===== config.mk =====
export PLATFORM = sky130hd
export DESIGN_NAME = gpio_ir_arb
export DESIGN_NICKNAME = d
export VERILOG_FILES = /design/src/rtl/gpio_ir_arb.sv
export SDC_FILE = /design/constraint.sdc
export NUM_CORES = 1
export LEC_CHECK = 0
export ABC_AREA = 1
export CAP_MARGIN = 0
export CORE_UTILIZATION = 40
export DETAILED_ROUTE_END_ITERATION = 12
export GPL_ROUTABILITY_DRIVEN = 1
export PLACE_DENSITY = 0.72
export SLEW_MARGIN = 20
export SYNTH_ARGS = -nofsm -noshare
export SYNTH_HDL_FRONTEND = slang
export SYNTH_SLANG_ARGS = --single-unit

===== constraint.sdc =====
create_clock -name clock -period 3.5 [get_ports clock]
set_input_delay 0.525 -clock clock [delete_from_list [all_inputs] [get_ports clock]]
set_output_delay 0.525 -clock clock [all_outputs]
set_load 0.03 [all_outputs]

===== src/rtl/gpio_ir_arb.sv =====
// GPIO interrupt arbiter: one pending bit per source (PORT_NUM pins plus the
// all-pins interrupt), round-robin selection of a single grant presented on
// one valid/ready output channel.
module gpio_ir_arb #(
  parameter int PORT_NUM = 8,
  parameter int ID_WIDTH = 4
) (
  input  logic                clock,
  input  logic                reset,
  input  logic [PORT_NUM:0]   ir_valid,
  output logic [PORT_NUM:0]   ir_ready,
  input  logic                flush,
  output logic                out_valid,
  input  logic                out_ready,
  output logic [ID_WIDTH-1:0] out_id,
  output logic [ID_WIDTH:0]   pend_cnt
);

  localparam int unsigned NSRC = PORT_NUM + 1;

  typedef enum logic {IDLE, GRANT} state_t;

  state_t              state, state_nxt;
  logic [PORT_NUM:0]   pending, pending_nxt;
  logic [PORT_NUM:0]   grant_mask;
  logic [ID_WIDTH-1:0] last_grant;
  logic [ID_WIDTH-1:0] sel_id;
  logic                sel_valid;
  logic [ID_WIDTH:0]   pop;

  // State register
  always_ff @(posedge clock) begin
    if (reset) state <= IDLE;
    else       state <= state_nxt;
  end

  // Next-state: select only from registered pending bits and never on a flush edge
  always_comb begin
    state_nxt = state;
    unique case (state)
      IDLE:  if (sel_valid && !flush) state_nxt = GRANT;
      GRANT: if (out_ready)           state_nxt = IDLE;
      default:                        state_nxt = IDLE;
    endcase
  end

  // Outputs decoded from state and registered pending bits
  always_comb begin
    out_valid = (state == GRANT);
    ir_ready  = ~pending & {NSRC{~flush}};
  end

  // Round-robin pick: first set bit above last_grant, else lowest set bit (wrap)
  always_comb begin
    logic                hi_found;
    logic [ID_WIDTH-1:0] hi_id;
    logic [ID_WIDTH-1:0] lo_id;
    hi_found  = 1'b0;
    hi_id     = '0;
    lo_id     = '0;
    sel_valid = 1'b0;
    for (int unsigned i = 0; i < NSRC; i++) begin
      if (pending[i] && !sel_valid) begin
        sel_valid = 1'b1;
        lo_id     = ID_WIDTH'(i);
      end
      if (pending[i] && !hi_found && (i > 32'(last_grant))) begin
        hi_found = 1'b1;
        hi_id    = ID_WIDTH'(i);
      end
    end
    sel_id = hi_found ? hi_id : lo_id;
  end

  // One-hot mask of the currently granted source and popcount of pending bits
  always_comb begin
    grant_mask = '0;
    pop        = '0;
    for (int unsigned i = 0; i < NSRC; i++) begin
      grant_mask[i] = (32'(out_id) == i);
      pop           = pop + (ID_WIDTH + 1)'(pending[i]);
    end
  end

  // Pending update: flush keeps only an active grant, then accepts, then completion
  always_comb begin
    pending_nxt = pending;
    if (flush) begin
      if (state == GRANT) pending_nxt = pending & grant_mask;
      else                pending_nxt = '0;
    end
    pending_nxt = pending_nxt | (ir_valid & ir_ready);
    if (state == GRANT && out_ready) pending_nxt = pending_nxt & ~grant_mask;
  end

  // Datapath registers: pending bits, grant index, round-robin pointer, count
  always_ff @(posedge clock) begin
    if (reset) begin
      pending    <= '0;
      out_id     <= '0;
      last_grant <= ID_WIDTH'(PORT_NUM);
      pend_cnt   <= '0;
    end else begin
      pending  <= pending_nxt;
      pend_cnt <= pop;
      if (state == IDLE && sel_valid && !flush) out_id <= sel_id;
      if (state == GRANT && out_ready)          last_grant <= out_id;
    end
  end

endmodule


==> results of run 1 <==
## cells in the mapped netlist
| cell | number |
|---|---|
| a211oi_1 | 2 |
| nand2_2 | 2 |
| nand3_1 | 7 |
| o21ai_4 | 1 |
| conb_1 | 1 |
| nand3_2 | 2 |
| clkinv_1 | 1 |
| nor2_2 | 7 |
| nor3_1 | 8 |
| dfxtp_1 | 22 |
| nand2_1 | 39 |
| a2111oi_0 | 8 |
| clkbuf_1 | 2 |
| inv_1 | 35 |
| nor2_1 | 34 |
| ha_1 | 4 |
| fa_1 | 5 |
| buf_2 | 3 |
| a21oi_1 | 20 |
| buf_4 | 1 |
| nand4_1 | 6 |
| o21ai_0 | 9 |
| o211ai_1 | 3 |
## worst max-delay path, delay by kind of cell, from the launching register on
family | cells | cell delay [ns]
buffers and inverters | 3 | 0.21
and+or+nand+nor | 1 | 0.10
DFF | 1 | 0.49
adders and majority gates | 5 | 2.14
## stage by stage
stage / util, % / hold WS (ns) / cells / power [mW]
4_1_cts: 54.5 / 0.527 / 296 / 0.685
5_1_grt: 54.5 / 0.584 / 296 / 0.730
3_3_place_gp: 52.9 / 0.513 / 292 / 0.505
6_report: 54.5 / 0.521 / 296 / 0.684
2_1_floorplan: - / 0.481 / 222 / 0.431
3_5_place_dp: 52.9 / 0.516 / 292 / 0.507
## kinds of logic (layout without fill, tap and decap cells)
kind of cell | Yosys count | in the layout | share of synthesized area (%)
AO/OA/AOI/OAI | 43 | 43 | 18.0
adder cells (fa/ha/maj) | 9 | 9 | 10.1
buffers and inverters | 42 | 70 | 11.1
flip-flops | 22 | 22 | 29.5
other | 1 | 1 | 0.251
AND/OR/NAND/NOR | 105 | 105 | 31.0
## worst paths after layout
path	start	endpoint	slack, ns	depth (start not counted)
max	pending[3]	pend_cnt[1]	0.50	9
min	last_grant[0]	last_grant[0]	0.52	2
max reg2reg	pending[3]	pend_cnt[1]	0.50	9
min reg2reg	last_grant[0]	last_grant[0]	0.52	2
## registers in the layout, summed over array words and instances, names as in the netlist
signal,count
pending,9
pend_cnt,4
last_grant,4
out_id,4
out_valid,1
## metal layers
layer	GRT usage, %	vias to the layer above
met2	34.9	50
met5	0	-
met4	5.81	0
li1	-	784
met1	28.9	693
met3	3.44	4
## power groups by stage
stage	Sequential [mW]	Clock (mW)	Combinational, mW
after floorplan	0.308	0	0.123
after global placement	0.296	0	0.210
after detailed placement	0.296	0	0.211
after CTS	0.290	0.182	0.212
after global routing	0.294	0.199	0.237
final	0.290	0.180	0.213
## final cells by class
type | instances | area share [%]
Tap cell | 46 | 3.07
Sequential cell | 22 | 23.5
Timing Repair Buffer | 30 | 16.0
Clock buffer | 4 | 2.94
Inverter | 36 | 7.21
Multi-Input combinational cell | 158 | 47.3
==> PnR_summary.wiki, run 1 <==
{| class="wikitable"
! Metric !! Value
|-
| Net load switching power || 237 uW
|-
| Register area share after synthesis || 29.5%
|-
| Root cell of the clock tree || clkbuf_8
|-
| Number of buffers inserted to repair setup after CTS || 0
|-
| Critical path endpoint category || register
|-
| Sequential group share of total power || 42.4%
|-
| Die Ht || 63.1 um
|-
| Final-stage net count || 273
|-
| Clock slew seen by the registers of the worst setup and hold paths || 0.08 ns
|-
| Skew final || 0.00369 ns
|-
| Gpl congestion || 0.871
|-
| Maximum vdd ir drop || 236 uV
|-
| Worst-Margin Slew || 0.524 ns
|-
| Switching share of total power || 34.6%
|-
| Pwr dens || 365 mW/mm^2
|-
| Core Area || 0.00344 sq mm
|-
| Hold-fix buffer count after cts || 0
|-
| Leading area contributor after synthesis || dfxtp_1
|-
| Layout filler cell count || 349
|-
| Routed len/inst || 13.4 um
|-
| Starting Density || 43.3%
|-
| Synth Cell Area || 0.00149 sq mm
|-
| Final-layout setup total negative slack || 0 ns
|-
| Area taken by multi-input logic gates || 886 sq um
|-
| Required time at the worst-slack endpoint || 3.69 ns
|-
| Detailed placer's ending HPWL || 3.07 mm
|-
| Commonest non-fill, non-tap cell in the layout || nand2_1
|-
| Longest Clk Path Bufs || 2
|-
| Floorplan die area || 0.00398 sq mm
|-
| Slew Limit Fails || 0
|-
| Leading post-synthesis cells by cell area || dfxtp_1 (30%), nand2_1 (9.8%), inv_1 (8.8%)
|-
| Remaining global-route overflow || 0
|-
| Final worst path period need || 3.00 ns
|-
| Summed area of non-filler cells in the final layout || 0.00187 sq mm
|-
| Number of core rows || 21
|-
| Number of hold violations in the final report || 0
|-
| Length of routed met3 wiring || 180 um
|-
| First-pass GRT wire length || 6.80 mm
|-
| DR vias/cell || 5.17
|-
| Post-Place Cell Area || 0.00182 sq mm
|-
| Relative slew slack || 64.9%
|-
| Number of nets still failing antenna checks after routing || 0
|-
| Topmost layer with routed signal wires || met4
|-
| Worst-case setup slack after placement || 0.536 ns
|-
| Run status || finished, final reports clean
|-
| I/O pin count || 32
|-
| Final critical-path setup slack || 0.497 ns
|-
| Achievable frequency || 333 MHz
|-
| Maximum number of pins on one net before global-route repair || 16
|-
| Period Utilization, post-route || 85.8%
|-
| Met1 wire length || 1.88 mm
|-
| Most frequent cells in the layout || nand2_1 (39), inv_1 (35), nor2_1 (34)
|-
| Relative contribution of combinational cells to total power || 31.2%
|-
| Vias in the first global route || 1515
|-
| Number of buffers inserted by port buffering || 30
|-
| WL met2 || 1.86 mm
|-
| Number of antenna diodes || 0
|-
| Category of the most critical setup path || reg2reg
|-
| Critical path peak fanout || 6
|-
| Cts bufs inserted || 3
|-
| Number of nets produced by synthesis || 244
|-
| Crit path top cell by count || fa_1
|-
| Leak Pwr || 0.804 nW
|-
| Share of cells above drive strength 1 || 6.40%
|-
| Library cells used by synthesis || 23
|-
| Startpoint Class || register
|-
| Yosys warning count || 0
|-
| Slowest cell on the critical path || dfxtp_1
|-
| Number of antenna violations at the first check in global routing || 0
|-
| Total of cells resized after clock tree synthesis || 0
|-
| Setup repair after global routing missed its margin || no
|-
| Clock latency of the later-clocked register in the worst-skew pair || 0.26 ns
|-
| Post-Route WL || 3.96 mm
|-
| Avg Inst Size Synth || 6.72 sq um
|-
| Maximum cell stage delay along the critical path || 0.49 ns
|-
| Number of synthesized register bits || 22
|-
| Worst Hold Class || reg2reg
|-
| Max_cap viols || 0
|-
| Clock net sink count || 22
|-
| # H-tree levels || 1
|-
| Worst path arrival time || 3.19 ns
|-
| Final-report setup violation count || 0
|-
| Clock share of power || 26.4%
|-
| FF/Latch Area || 440 sq um
|-
| Cell internal pwr || 447 uW
|-
| Synthesized instance count || 222
|-
| CTS tree || built
|-
| Number of search-and-repair iterations in the first detailed-routing pass || 4
|-
| Series of cell instances along the critical path || fa_1, inv_1, fa_1, fa_1, inv_1, fa_1, inv_1, fa_1, nor2_1
|-
| Via count || 1531
|-
| Yosys top cell area share || 29.5%
|-
| # DRC || 0
|-
| Die Wd || 63.1 um
|-
| Overall Global Routing Usage || 21.4%
|-
| Number of DRC markers after the initial detailed-route iteration || 85
|-
| Layout overhead on the synthesized area || 25.7%
|}
No activity file was read; power rests on OpenSTA's default activity.
==> run 2, diff against run 1 <==
--- a/config.mk
+++ b/config.mk
@@ -11,6 +11,7 @@
 export DETAILED_ROUTE_END_ITERATION = 12
 export GPL_ROUTABILITY_DRIVEN = 1
 export PLACE_DENSITY = 0.72
+export REMOVE_ABC_BUFFERS = 1
 export SLEW_MARGIN = 20
 export SYNTH_ARGS = -nofsm -noshare
 export SYNTH_HDL_FRONTEND = slang
==> PnR_summary.wiki, run 2 (synthesized netlist as in run 1, its figures left out) <==
{| class="wikitable"
! Metric !! Value
|-
| Worst path arrival time || 3.19 ns (about the same)
|-
| Slowest cell on the critical path || fa_1
|-
| Number of core rows || 21 (unchanged)
|-
| Series of cell instances along the critical path || fa_1, inv_1, fa_1, fa_1, inv_1, fa_1, inv_1, fa_1, nor2_1
|-
| Worst-Margin Slew || 0.498 ns (-0.0267 ns)
|-
| Remaining global-route overflow || 0 (unchanged)
|-
| Number of hold violations in the final report || 0 (unchanged)
|-
| Required time at the worst-slack endpoint || 3.69 ns (about the same)
|-
| Final-report setup violation count || 0 (unchanged)
|-
| Max_cap viols || 0 (unchanged)
|-
| Vias in the first global route || 1389 (-8.3%)
|-
| Maximum cell stage delay along the critical path || 0.48 ns (about the same)
|-
| Pwr dens || 391 mW/mm^2 (+7.1%)
|-
| Clock latency of the later-clocked register in the worst-skew pair || 0.26 ns (about the same)
|-
| Period Utilization, post-route || 85.6% (-0.25 points)
|-
| Starting Density || 43.3% (unchanged)
|-
| Met1 wire length || 1.73 mm (-8.0%)
|-
| Clock slew seen by the registers of the worst setup and hold paths || 0.08 ns (about the same)
|-
| Die Ht || 63.1 um (unchanged)
|-
| DR vias/cell || 5.17 (about the same)
|-
| Final-stage net count || 273 (unchanged)
|-
| Total of cells resized after clock tree synthesis || 0 (unchanged)
|-
| Family of cells with the greatest summed delay on the critical path || adder cells
|-
| Critical path endpoint category || register
|-
| Root cell of the clock tree || clkbuf_8
|-
| Commonest non-fill, non-tap cell in the layout || nand2_1
|-
| Final-layout setup total negative slack || 0 ns (unchanged)
|-
| Clock net sink count || 22 (unchanged)
|-
| Number of search-and-repair iterations in the first detailed-routing pass || 4 (unchanged)
|-
| Number of DRC markers after the initial detailed-route iteration || 71 (-16%)
|-
| Crit path buffers/inverters || 3 (unchanged)
|-
| Skew final || 0.00262 ns (-0.00108 ns)
|-
| Via count || 1530 (-0.065%)
|-
| I/O pin count || 32 (unchanged)
|-
| Final core utilization || 54.9% (+0.47 points)
|-
| Worst Hold Class || reg2reg
|-
| Leak Pwr || 0.811 nW (+0.86%)
|-
| Top register by number of flip-flops || pending
|-
| Die Wd || 63.1 um (unchanged)
|-
| Cts bufs inserted || 3 (unchanged)
|-
| Relative slew slack || 66.7% (+1.8 points)
|-
| Run status || finished, final reports clean
|-
| Core Area || 0.00344 sq mm (unchanged)
|-
| Final worst path period need || 2.99 ns (-0.00880 ns)
|-
| # H-tree levels || 1 (unchanged)
|-
| Setup repair after global routing missed its margin || no
|-
| Category of the most critical setup path || reg2reg
|-
| Maximum number of pins on one net before global-route repair || 16 (unchanged)
|-
| Detailed placer's ending HPWL || 2.85 mm (-7.3%)
|-
| Routed len/inst || 12.4 um (-7.0%)
|-
| Layout overhead on the synthesized area || 26.8%
|-
| Hold-fix buffer count after cts || 0 (unchanged)
|-
| Slew Limit Fails || 0 (unchanged)
|-
| Floorplan die area || 0.00398 sq mm (unchanged)
|-
| Number of nets still failing antenna checks after routing || 0 (unchanged)
|-
| Longest Clk Path Bufs || 2 (unchanged)
|-
| Hold wc startpoint || last_grant[0]
|-
| Number of buffers inserted by port buffering || 30 (unchanged)
|-
| Reg-to-reg startpoint || pending[1]
|-
| Gpl congestion || 0.902 (+3.6%)
|-
| Overall Global Routing Usage || 19.4% (-2.0 points)
|-
| Timing startpoint of the critical path || pending[1]
|-
| CTS tree || built
|-
| Maximum vdd ir drop || 252 uV (+6.8%)
|-
| Length of routed met3 wiring || 176 um (-2.2%)
|-
| Critical path peak fanout || 7 (+1)
|-
| Flip-flop count of the largest register after layout || 9 (unchanged)
|-
| WL met2 || 1.68 mm (-9.8%)
|-
| # DRC || 0 (unchanged)
|-
| Number of buffers inserted to repair setup after CTS || 0 (unchanged)
|-
| Topmost layer with routed signal wires || met4
|-
| Share of cells above drive strength 1 || 6.40% (unchanged)
|-
| Startpoint Class || register
|-
| First-pass GRT wire length || 6.21 mm (-8.7%)
|-
| Number of antenna diodes || 0 (unchanged)
|-
| Most frequent cells in the layout || nand2_1 (39), inv_1 (35), nor2_1 (34)
|-
| Overall power || 739 uW (+8.0%)
|-
| Achievable frequency || 334 MHz (+0.29%)
|-
| Crit path top cell by count || fa_1
|-
| Post-Route WL || 3.68 mm (-7.0%)
|-
| Number of antenna violations at the first check in global routing || 0 (unchanged)
|}
-- run 2: final timing paths --
check / to / slack, ns / cells past startpoint
min reg2reg: last_grant[0] / 0.53 / 2
min: last_grant[0] / 0.53 / 2
max reg2reg: pend_cnt[1] / 0.51 / 9
max: pend_cnt[1] / 0.51 / 9
-- run 2: layout make-up --
cell class	instances	area [sq um]
timing repair buffer	30	300
inverter	36	135
sequential	22	440
tap	46	57.6
clock buffer	3	41.3
fill	334	1550
multi-input combinational	158	886
clock inverter	1	30.0
-- run 2: metal layers --
layer	vias to the layer above	track usage (%)
li1	785	-
met4	0	6.10
met1	678	27.8
met5	-	0
met2	57	29.7
met3	10	2.54
-- run 2: tightest hold or removal path: stages (launching register included) --
cell	delay [ns]
dfxtp_1	0.33
inv_1	0.08
o21ai_0	0.08
-- run 2: where the power goes --
part / internal (mW) / leakage (nW) / switching (mW)
clock: 0.153 / 0.0357 / 0.0847
combinational: 0.0800 / 0.595 / 0.132
sequential: 0.267 / 0.180 / 0.0224
-- run 2: metrics by stage --
step / setup slack, ns / instance area, sq um / instances / hold slack [ns]
2_1_floorplan: 0.653 / 1460 / 216 / 0.481
3_3_place_gp: 0.598 / 1820 / 292 / 0.515
3_5_place_dp: 0.517 / 1820 / 292 / 0.521
4_1_cts: 0.485 / 1890 / 296 / 0.533
5_1_grt: 0.315 / 1890 / 296 / 0.595
6_report: 0.506 / 1890 / 296 / 0.532
